==> config.mk <==
export PLATFORM = sky130hd
export DESIGN_NAME = tx_frame_ser
export DESIGN_NICKNAME = d
export VERILOG_FILES = /design/src/rtl/tx_frame_ser.sv
export SDC_FILE = /design/constraint.sdc
export NUM_CORES = 1
export LEC_CHECK = 0
export CORE_MARGIN = 2
export CORE_UTILIZATION = 32
export CTS_CLUSTER_DIAMETER = 200
export DETAILED_ROUTE_END_ITERATION = 16
export DONT_BUFFER_PORTS = 1
export HOLD_SLACK_MARGIN = 0.12
export SLEW_MARGIN = 20
export SYNTH_ARGS = -nofsm -noshare
export SYNTH_HDL_FRONTEND = slang
export SYNTH_SLANG_ARGS = --single-unit
export TNS_END_PERCENT = 5
==> constraint.sdc <==
create_clock -name clk -period 3.15 [get_ports clk]
set_input_delay 0.4725 -clock clk [delete_from_list [all_inputs] [get_ports clk]]
set_output_delay 0.4725 -clock clk [all_outputs]
set_load 0.02 [all_outputs]
==> src/rtl/tx_frame_ser.sv <==
// tx_frame_ser: backscatter frame serializer (pilot, preamble, payload, dummy '1') feeding the FM0/Miller modulator.
// Define TX_FRAME_SER_CRC16_EN to append a CRC-16/CCITT trailer between payload and dummy bit.
module tx_frame_ser #(
    parameter int DATA_W = 16,
    parameter int LEN_W  = 5
) (
    input  logic              clk,
    input  logic              rst,
    input  logic [1:0]        i_m_dec,
    input  logic              i_trext,
    input  logic              i_en2blf,
    input  logic              i_start,
    input  logic [DATA_W-1:0] i_data,
    input  logic [LEN_W-1:0]  i_len,
    input  logic              i_clear_cu,
    output logic              o_data_ocu,
    output logic              o_enable_mod,
    output logic              o_violate_mod,
    output logic              o_busy,
    output logic              o_done
);

    typedef enum logic [2:0] {
        S_IDLE,
        S_PILOT,
        S_PREAMB,
        S_PAYLOAD,
`ifdef TX_FRAME_SER_CRC16_EN
        S_CRC,
`endif
        S_DUMMY,
        S_DONE
    } state_t;

    // Bit k of each pattern is the k-th preamble symbol sent.
    localparam logic [5:0] PRE_FM0 = 6'b100101;
    localparam logic [5:0] PRE_MIL = 6'b111010;

    state_t             state;
    logic [1:0]         m_dec;
    logic               trext;
    logic [3:0]         tick;
    logic [3:0]         pilot_cnt;
    logic [2:0]         pre_idx;
    logic [LEN_W-1:0]   pay_cnt;
    logic [DATA_W-1:0]  shreg;

    logic [3:0]         tick_max;
    logic [3:0]         pilot_last;
    logic [5:0]         pre_bits;
    logic [LEN_W-1:0]   len_c;
    logic               tick_wrap;

    always_comb begin
        case (m_dec)
            2'b01:   tick_max = 4'd3;
            2'b10:   tick_max = 4'd7;
            2'b11:   tick_max = 4'd15;
            default: tick_max = 4'd1;
        endcase
        pilot_last = (m_dec == 2'b00) ? 4'd11 : (trext ? 4'd15 : 4'd3);
        pre_bits   = (m_dec == 2'b00) ? PRE_FM0 : PRE_MIL;
        len_c      = (i_len > LEN_W'(DATA_W)) ? LEN_W'(DATA_W) : i_len;
    end

    assign tick_wrap = (tick == tick_max);
    assign o_busy    = (state != S_IDLE);

`ifdef TX_FRAME_SER_CRC16_EN
    logic [15:0] crc;
    logic [15:0] crc_next;
    logic [3:0]  crc_cnt;

    // The bit being shifted in is the payload bit currently on the line.
    assign crc_next = {crc[14:0], 1'b0} ^ ((crc[15] ^ o_data_ocu) ? 16'h1021 : 16'h0000);
`endif

    // NOTE: all state lives in this one clocked block and uses non-blocking
    // assignments, so every branch reads the pre-edge values of the registers.
    always_ff @(posedge clk or posedge rst) begin
        if (rst) begin
            state         <= S_IDLE;
            m_dec         <= 2'b00;
            trext         <= 1'b0;
            tick          <= 4'd0;
            pilot_cnt     <= 4'd0;
            pre_idx       <= 3'd0;
            pay_cnt       <= '0;
            shreg         <= '0;
            o_data_ocu    <= 1'b0;
            o_enable_mod  <= 1'b0;
            o_violate_mod <= 1'b0;
            o_done        <= 1'b0;
`ifdef TX_FRAME_SER_CRC16_EN
            crc           <= 16'hFFFF;
            crc_cnt       <= 4'd0;
`endif
        end else if (i_clear_cu) begin
            state         <= S_IDLE;
            m_dec         <= 2'b00;
            trext         <= 1'b0;
            tick          <= 4'd0;
            pilot_cnt     <= 4'd0;
            pre_idx       <= 3'd0;
            pay_cnt       <= '0;
            shreg         <= '0;
            o_data_ocu    <= 1'b0;
            o_enable_mod  <= 1'b0;
            o_violate_mod <= 1'b0;
            o_done        <= 1'b0;
`ifdef TX_FRAME_SER_CRC16_EN
            crc           <= 16'hFFFF;
            crc_cnt       <= 4'd0;
`endif
        end else begin
            case (state)
                S_IDLE: begin
                    o_done <= 1'b0;
                    if (i_start) begin
                        m_dec        <= i_m_dec;
                        trext        <= i_trext;
                        tick         <= 4'd0;
                        pilot_cnt    <= 4'd0;
                        pre_idx      <= 3'd0;
                        pay_cnt      <= len_c;
                        // Left-justify the payload so the first bit is always the MSB.
                        shreg        <= i_data << (DATA_W - int'(len_c));
                        o_enable_mod <= 1'b1;
`ifdef TX_FRAME_SER_CRC16_EN
                        crc          <= 16'hFFFF;
                        crc_cnt      <= 4'd0;
`endif
                        if (i_m_dec == 2'b00 && !i_trext) begin
                            state      <= S_PREAMB;
                            o_data_ocu <= PRE_FM0[0];
                        end else begin
                            state      <= S_PILOT;
                            o_data_ocu <= 1'b0;
                        end
                    end
                end

                S_DONE: begin
                    o_done <= 1'b1;
                    state  <= S_IDLE;
                end

                default: begin
                    if (i_en2blf) begin
                        tick <= tick_wrap ? 4'd0 : tick + 4'd1;
                        if (tick_wrap) begin
                            case (state)
                                S_PILOT: begin
                                    if (pilot_cnt == pilot_last) begin
                                        state      <= S_PREAMB;
                                        o_data_ocu <= pre_bits[0];
                                    end else begin
                                        pilot_cnt  <= pilot_cnt + 4'd1;
                                    end
                                end

                                S_PREAMB: begin
                                    if (pre_idx == 3'd5) begin
                                        o_violate_mod <= 1'b0;
                                        if (pay_cnt != '0) begin
                                            state      <= S_PAYLOAD;
                                            o_data_ocu <= shreg[DATA_W-1];
                                        end else begin
`ifdef TX_FRAME_SER_CRC16_EN
                                            state      <= S_CRC;
                                            crc        <= ~crc;
                                            o_data_ocu <= ~crc[15];
`else
                                            state      <= S_DUMMY;
                                            o_data_ocu <= 1'b1;
`endif
                                        end
                                    end else begin
                                        pre_idx       <= pre_idx + 3'd1;
                                        o_data_ocu    <= pre_bits[pre_idx + 3'd1];
                                        o_violate_mod <= (m_dec == 2'b00) && (pre_idx == 3'd3);
                                    end
                                end

                                S_PAYLOAD: begin
                                    pay_cnt <= pay_cnt - LEN_W'(1);
                                    shreg   <= shreg << 1;
                                    if (pay_cnt == LEN_W'(1)) begin
`ifdef TX_FRAME_SER_CRC16_EN
                                        state      <= S_CRC;
                                        crc        <= ~crc_next;
                                        o_data_ocu <= ~crc_next[15];
`else
                                        state      <= S_DUMMY;
                                        o_data_ocu <= 1'b1;
`endif
                                    end else begin
`ifdef TX_FRAME_SER_CRC16_EN
                                        crc        <= crc_next;
`endif
                                        o_data_ocu <= shreg[DATA_W-2];
                                    end
                                end

`ifdef TX_FRAME_SER_CRC16_EN
                                S_CRC: begin
                                    crc     <= {crc[14:0], 1'b0};
                                    crc_cnt <= crc_cnt + 4'd1;
                                    if (crc_cnt == 4'd15) begin
                                        state      <= S_DUMMY;
                                        o_data_ocu <= 1'b1;
                                    end else begin
                                        o_data_ocu <= crc[14];
                                    end
                                end
`endif

                                S_DUMMY: begin
                                    state        <= S_DONE;
                                    o_enable_mod <= 1'b0;
                                    o_data_ocu   <= 1'b0;
                                    tick         <= 4'd0;
                                end

                                default: state <= S_IDLE;
                            endcase
                        end
                    end
                end
            endcase
        end
    end

endmodule

Word level (Yosys, flattened, before mapping) --
Cells that the tools add are included. Widths: inputs -> output; s select.
Storage, ports and cells: bits in registers 42, input bits 29
Operators by class: $add $sub $neg 5, $lt $le $gt $ge 2, eq/ne operators 22, shift operators 1, muxes and demuxes 81, reduce and logical (&&, ||, !) cells 33
Operators with widths (count):
- $mux 16 | 5
- $mux 4 | 13
- $mux 3 | 14
- $mux 5 | 7
- $pmux 16 s2 | 1
- $shl 16x32->16 | 1
- $mux 1 | 25
- $reduce_and 6->1 | 4
- $reduce_bool 3->1 | 8
- $pmux 4 s2 | 2
- $pmux 3 s2 | 2
- $pmux 3 s4 | 1
- $pmux 4 s3 | 1
- $ne 5x5->1 const B | 2
- $pmux 5 s2 | 1
- $reduce_and 5->1 | 2
- $reduce_bool 2->1 | 5
- $eq 3x2->1 const B | 3
- $eq 3x3->1 const B | 3
- $add 4x1->4 const B | 2
- $eq 4x4->1 | 2
- $mux 2 | 4
- $reduce_bool 4->1 | 2
- $ne 3x2->1 const B | 2
- 27 further kinds | 32

Longest topological paths before layout --
Gate-level depths: netlist of run 1.
depth in word-level cells 10, gate-level depth with buffers 12, depth with buffers taken out 9

Worst setup path after synthesis of run 1 --
No wires, ideal clock.
path kind in2reg, start point input port i_len[4], end point register shreg[8], library setup time 0.130 ns, arrival 2.614 ns, required time 3.020 ns, path slack 0.405 ns, stages 11, buffers on the path 3, cell sequence buf_4 -> nor2b_4 -> buf_6 -> inv_1 -> ha_1 -> buf_1 -> inv_2 -> mux2i_1 -> mux2_2 -> a222oi_1 -> o21ai_0
Between the ends: cells in the longest elaborated chain, start to end 7
RTL lines:
- start, declared | line 14 | input logic [LEN_W-1:0] i_len,
- $gt 5x5->1 | line 63 | len_c = (i_len > LEN_W'(DATA_W)) ? LEN_W'(DATA_W) : i_len;
- $mux 5 * | line 63
- $sub 5x5->6 * | line 127 | shreg <= i_data << (DATA_W - int'(len_c));
- $shl 16x32->16 * | line 127
- $mux 16 * | line 119 | if (i_start) begin
- $pmux 16 s2 * | line 116 | case (state)
- $mux 16 * | line 98 | end else if (i_clear_cu) begin
- end signal, assigned | line 127
- end signal, assigned | line 187 | shreg <= shreg << 1;
- end, declared | line 46 | logic [DATA_W-1:0] shreg;
Mark *: on every way between the ends. The rest lies on a longest branch, timed or not. The select of a mux whose other input is x is not followed. A chain may end at the register's enable or synchronous reset.

Final worst setup path of run 1 --
start point register state[0], end point register shreg[8]
Between the ends: cells in the longest elaborated chain, start to end 3, elaborated cells on any way between the ends 11
RTL lines:
- start, declared | line 39 | state_t state;
- start signal, assigned | line 82 | state <= S_IDLE;
- start signal, assigned | line 99 | state <= S_IDLE;
- start signal, assigned | line 134 | state <= S_PREAMB;
- $eq 3x3->1, or another cell as far along | line 116
- $ne 2x2->1 (no line), or another cell as far along
- $reduce_and 5->1 (no line) / $mux 16 (equally long branches)
Several ways; a longest one is shown, not always the timed one.

==> metrics.csv, run 1 <==
metric,value,unit
"Async S/R FF share, synth",1.00,
total nets after synthesis,402,
clock network fraction of total power,0.172,
Cell Int Power,0.00139,W
maximum clock frequency,361,MHz
clock latency on the worst-skew pair,0.29,ns
DIE HEIGHT,105,µm
number of max-slew violations in the final report,0,
register bit total from synthesis,42,
Leakage,1.42,nW
"top cells by count, synth","42 x dfrtp_1, 38 x nand2_1, 29 x o21ai_0",
DIE WIDTH,105,µm
# hold bufs at CTS,1,
WHS,0.242,ns
initial antenna violation count,0,
via count of the first global-routing pass,2642,
count of port buffers added during placement,0,
total number of clock tree sinks,42,
share of cells above drive strength 1,0.125,
setup clock skew after layout,0.00963,ns
number of nets in the layout,396,
post-route setup TNS,0,ns
share of the clock period used by the worst path,0.881,
top area cells in the synthesized netlist,"dfrtp_1 32%, mux2i_1 7.9%, mux4_2 6.9%",
Yosys warning total,0,
Final GP Congestion,0.864,
initial standard-cell utilization of the core,0.333,
number of H-tree levels,2,
initial DRC count,149,
"slowest stage delay, CP",0.69,ns
post-placement setup slack,0.425,ns
cells resized by post-CTS repair,0,
average detailed-routed wire length per instance,15.6,µm
Synth top area share,0.320,
total wire length,7670,µm
row count,36,
Synth Instances,364,
total congestion overflow,0,
worst setup path class,reg -> reg,
number of diodes,0,
Critical Path Start Type,register,
type of element capturing the critical path,register,
most used flip-flop cell after synthesis,dfrtp_1,
buffer levels on the longest clock path,2,
Flop pwr share,0.346,
total CTS buffers,5,
clock tree from TritonCTS,built,
DRC violation count after routing,0,
"Top cell by count, worst path",a21o_1,
biggest area consumer among synthesized cells,dfrtp_1,
"Clk pin slew, worst setup/hold paths",0.09,ns
total power divided by cell area,709,mW/mm²
proportion of power drawn by combinational gates,0.482,
slew margin rel.,0.446,
data required time at the worst endpoint,3.32,ns
"Max FO, Critical Path",27,
Netlist cell types,63,
number of setup buffers added after CTS,0,
synthesized area per cell,9.03,µm²
worst min path class,in -> reg,
net switching power,0.00109,W
most repeated cell in the gate-level netlist after synthesis,dfrtp_1,
per-cell via count in the routed design,5.59,
worst-margin pin slew,0.820,ns
remaining antenna violation count after routing,0,
CP Cell Sequence,"inv_2, a21o_1, a211oi_4, a21o_1, buf_4, o21ai_0",
switching share of power,0.439,
area of the core,0.00986,mm²
drt pass-1 iters,5,
master of the slowest instance on the critical path,dfrtp_1,
Maximum Capacitance Violations,0,
via count,2749,
Clk Tree Root Cell,clkbuf_8,
final count of negative-setup-slack endpoints,0,
Final Hold Viols,0,
smallest setup slack after layout,0.376,ns
register area share after synthesis,0.320,
first-pass GRT wire length,13100,µm
Pwr Total,0.00248,W
Die ar.,0.0111,mm²
Max VDD drop,0.227,mV
unrepaired setup endpoints after global routing,no,
area overhead of the layout relative to synthesis,6.36,%
combined global-route utilization of all metal layers,0.143,
detailed-placement wirelength estimate,5770,µm
run status,completed,
crit path DAT,2.95,ns
I/O Pins,34,
Syn Std Cell Area,0.00329,mm²
pin count of the biggest net entering global routing,28,
number of synthesized flops with an enable pin,0,
Period minus WS final,2.77,ns
[cells in the final DEF (no fill, tap or decap), types with 5 or more instances in the layout]
cell      count
nand2_1      38
nor3_1        8
inv_1        13
a21oi_1      26
o21ai_1       6
mux2_2        7
buf_4         7
nand2b_1      8
dfrtp_1      42
nand3_1       8
o21ai_0      29
nor2_1       28
a21o_1        5
mux2i_1      26
o31ai_1       8
clkbuf_8      5
ha_1          9
mux4_2       10
[power groups by stage]
| stage | Clock [W] | Sequential [W] | Combinational, W |
|---|---|---|---|
| CTS | 0.000437 | 0.000858 | 0.00119 |
| global route | 0.000465 | 0.000888 | 0.00134 |
| floorplan | 0 | 0.000782 | 0.00105 |
| global placement | 0 | 0.000862 | 0.00117 |
| detailed placement | 0 | 0.000868 | 0.00119 |
| finish | 0.000426 | 0.000858 | 0.00120 |
[cell families (layout without fill, tap and decap cells)]
family / after synthesis / count (layout) / share of synthesized area
flops: 42 / 42 / 0.320
buf+inv: 38 / 33 / 0.0590
compound gates: 107 / 107 / 0.217
simple gates: 121 / 121 / 0.188
mux: 43 / 43 / 0.172
fa+ha+maj: 9 / 9 / 0.0343
xor+xnor: 4 / 4 / 0.0107
[sequential cells by signal, indices dropped and copies added, names as in the netlist, 2 cells and up]
| name | cells |
|---|---|
| pre_idx | 3 |
| state | 3 |
| m_dec | 2 |
| shreg | 16 |
| pilot_cnt | 4 |
| tick | 4 |
| pay_cnt | 5 |
[critical path, delay by kind of cell, from the launching register on]
family | cells | cell delay [ns]
buffers and inverters | 2 | 0.46
AOI/OAI and AO/OA | 4 | 1.49
DFF | 1 | 0.69
[per-layer routing]
layer  part of all wire  track usage
met1               0.49        0.217
met2               0.44        0.209
met3              0.060       0.0297
met4             0.0070       0.0286
met5                  0            0
[stage by stage]
step	util	instance area (µm²)	instances
5_1_grt	0.354	3500	492
6_report	0.354	3500	492
2_1_floorplan	-	3290	364
3_5_place_dp	0.342	3380	483
3_3_place_gp	0.342	3380	483
4_1_cts	0.354	3500	492
[cell type report]
| type | instances | area [µm²] |
|---|---|---|
| clock buffers | 6 | 72.6 |
| flip-flops and latches | 42 | 1050 |
| multi-input cells | 284 | 2040 |
| repair buffers | 8 | 62.6 |
| well taps | 133 | 166 |
| clock inverters | 2 | 37.5 |
| fillers | 1012 | 6370 |
| inverters | 17 | 63.8 |
[worst paths after layout]
path                       startpoint    endpoint  slack [ns]  cells after the start
setup reg to reg             state[0]    shreg[8]        0.38                      6
max in group asynchronous         rst    shreg[5]        1.79                      3
hold reg to reg              shreg[8]    shreg[8]        0.49                      2
hold / removal             i_clear_cu      o_done        0.24                      1
min in group asynchronous         rst  pre_idx[1]        0.65                      2
setup / recovery             state[0]    shreg[8]        0.38                      6
Power figures use the tool's default switching activity.
==> run 2: changes to the inputs <==
- CORE_MARGIN: 2 -> unset
- SKIP_LAST_GASP: unset -> 1
==> run 2 against run 1 <==
Flip-flop and latch count unchanged. Design area unchanged. Clock-buffer cell count decreased by 1. Maximum frequency increased by 16%. Register-to-register slack improved by 0.38 ns. Clock power increased by 4.7%. Sequential power about the same. First-iteration DRC count decreased by 1.3%. Largest power group unchanged. Worst hold slack got worse by 0.058 ns. Clock skew increased by 0.0044 ns.
==> metrics.csv, run 2 (synthesis gave the netlist of run 1 again) <==
metric,value,unit
net switching power,0.00109,W
number of diodes,0,
count of port buffers added during placement,0,
initial DRC count,147,
Clk Tree Root Cell,clkbuf_8,
buffers and inverters on the worst path,2,
Max VDD drop,0.278,mV
"Clk pin slew, worst setup/hold paths",0.09,ns
switching share of power,0.438,
initial antenna violation count,0,
Flop pwr share,0.345,
DIE WIDTH,103,µm
final count of negative-setup-slack endpoints,0,
"Top cell by count, worst path",a21o_1,
total power divided by cell area,714,mW/mm²
average detailed-routed wire length per instance,15.2,µm
slew margin rel.,0.486,
start of the worst register-to-register path,state[0],
drt pass-1 iters,4,
first-pass GRT wire length,12700,µm
total number of clock tree sinks,42,
via count of the first global-routing pass,2601,
detailed-placement wirelength estimate,5500,µm
share of the clock period used by the worst path,0.759,
number of setup buffers added after CTS,0,
initial standard-cell utilization of the core,0.333,
category of cells accounting for the largest share of critical-path delay,compound AO/OA/AOI/OAI gates,
"slowest stage delay, CP",0.69,ns
crit path DAT,2.58,ns
Final Hold Viols,0,
Period minus WS final,2.39,ns
"Max FO, Critical Path",39,
Maximum Capacitance Violations,0,
Critical Path Start Type,register,
area overhead of the layout relative to synthesis,6.36,%
total CTS buffers,5,
buffer levels on the longest clock path,2,
registers with the most flip-flops,"shreg (16), pay_cnt (5)",
worst setup path class,reg -> reg,
Final GP Congestion,0.821,
DRC violation count after routing,0,
clock tree from TritonCTS,built,
area of the core,0.00986,mm²
share of cells above drive strength 1,0.131,
number of flip-flops under the largest register name,16,
pin count of the biggest net entering global routing,43,
total wire length,7460,µm
DIE HEIGHT,103,µm
post-route setup TNS,0,ns
setup clock skew after layout,0.0140,ns
placed cell area,0.00338,mm²
number of H-tree levels,2,
remaining antenna violation count after routing,0,
most flop-heavy register,shreg,
unrepaired setup endpoints after global routing,no,
clock latency on the worst-skew pair,0.31,ns
Die ar.,0.0107,mm²
type of element capturing the critical path,register,
Post-Layout Inst Area,0.00350,mm²
data required time at the worst endpoint,3.34,ns
per-cell via count in the routed design,5.51,
WHS,0.183,ns
worst-margin pin slew,0.763,ns
cells resized by post-CTS repair,0,
CP Cell Sequence,"inv_2, a21o_1, a211oi_4, a21o_1, buf_4, o21ai_0, o41ai_1",
# hold bufs at CTS,0,
run status,completed,
endpoint of the most critical register-to-register path,pay_cnt[0],
most frequent standard cell in the layout excluding fill and tap cells,dfrtp_1,
highest-count cells in the layout ignoring fill and taps,"42 x dfrtp_1, 38 x nand2_1, 29 x o21ai_0",
via count,2709,
number of max-slew violations in the final report,0,
master of the slowest instance on the critical path,dfrtp_1,
dpl cells,484,
R2R depth,7,
I/O Pins,34,
clock network fraction of total power,0.179,
register-to-register setup slack,0.76,ns
proportion of power drawn by combinational gates,0.476,
maximum clock frequency,418,MHz
worst min path class,in -> async,
combined global-route utilization of all metal layers,0.152,
Leakage,1.43,nW
Cell Int Power,0.00140,W
total congestion overflow,0,
row count,36,
final cell count without fillers,492,
number of nets in the layout,396,
-- run 2: power by group through the flow --
stage               clock network, W  logic (W)  registers (W)
floorplan                          0    0.00105       0.000782
global placement                   0    0.00117       0.000862
detailed placement                 0    0.00119       0.000868
CTS                         0.000459    0.00119       0.000860
global route                0.000481    0.00133       0.000886
finish                      0.000446    0.00119       0.000860
-- run 2: per-stage QoR --
stage               setup slack (ns)  power [W]   util
detailed placement             0.635    0.00206  0.343
CTS                            0.745    0.00251  0.354
finish                         0.760    0.00250  0.354
floorplan                      0.405    0.00183      -
global placement               0.707    0.00204  0.343
global route                   0.515    0.00269  0.354
-- run 2: how the worst max path moves through the flow --
stage | startpoint | end | slack, ns | depth (start not counted)
floorplan | i_len[4] | shreg[8] | 0.41 | 11
global placement | i_len[0] | shreg[8] | 0.71 | 8
detailed placement | i_len[0] | shreg[10] | 0.63 | 9
CTS | state[0] | pay_cnt[0] | 0.74 | 7
global route | state[0] | pay_cnt[0] | 0.52 | 7
finish | state[0] | pay_cnt[0] | 0.76 | 7
-- run 2: final cells by class --
cell class / count / area [µm²]
sequential: 42 / 1050
tap: 133 / 166
fill: 1018 / 6370
clock inverter: 3 / 43.8
timing repair buffer: 8 / 60.1
multi-input combinational: 284 / 2040
clock buffer: 5 / 68.8
inverter: 17 / 63.8
-- run 2: layer usage --
layer	vias up	GRT usage	wire length (µm)
li1	1336	-	-
met3	4	0.0376	372
met1	1309	0.211	3760
met2	60	0.236	3270
met5	-	0	0
met4	0	0.0390	59
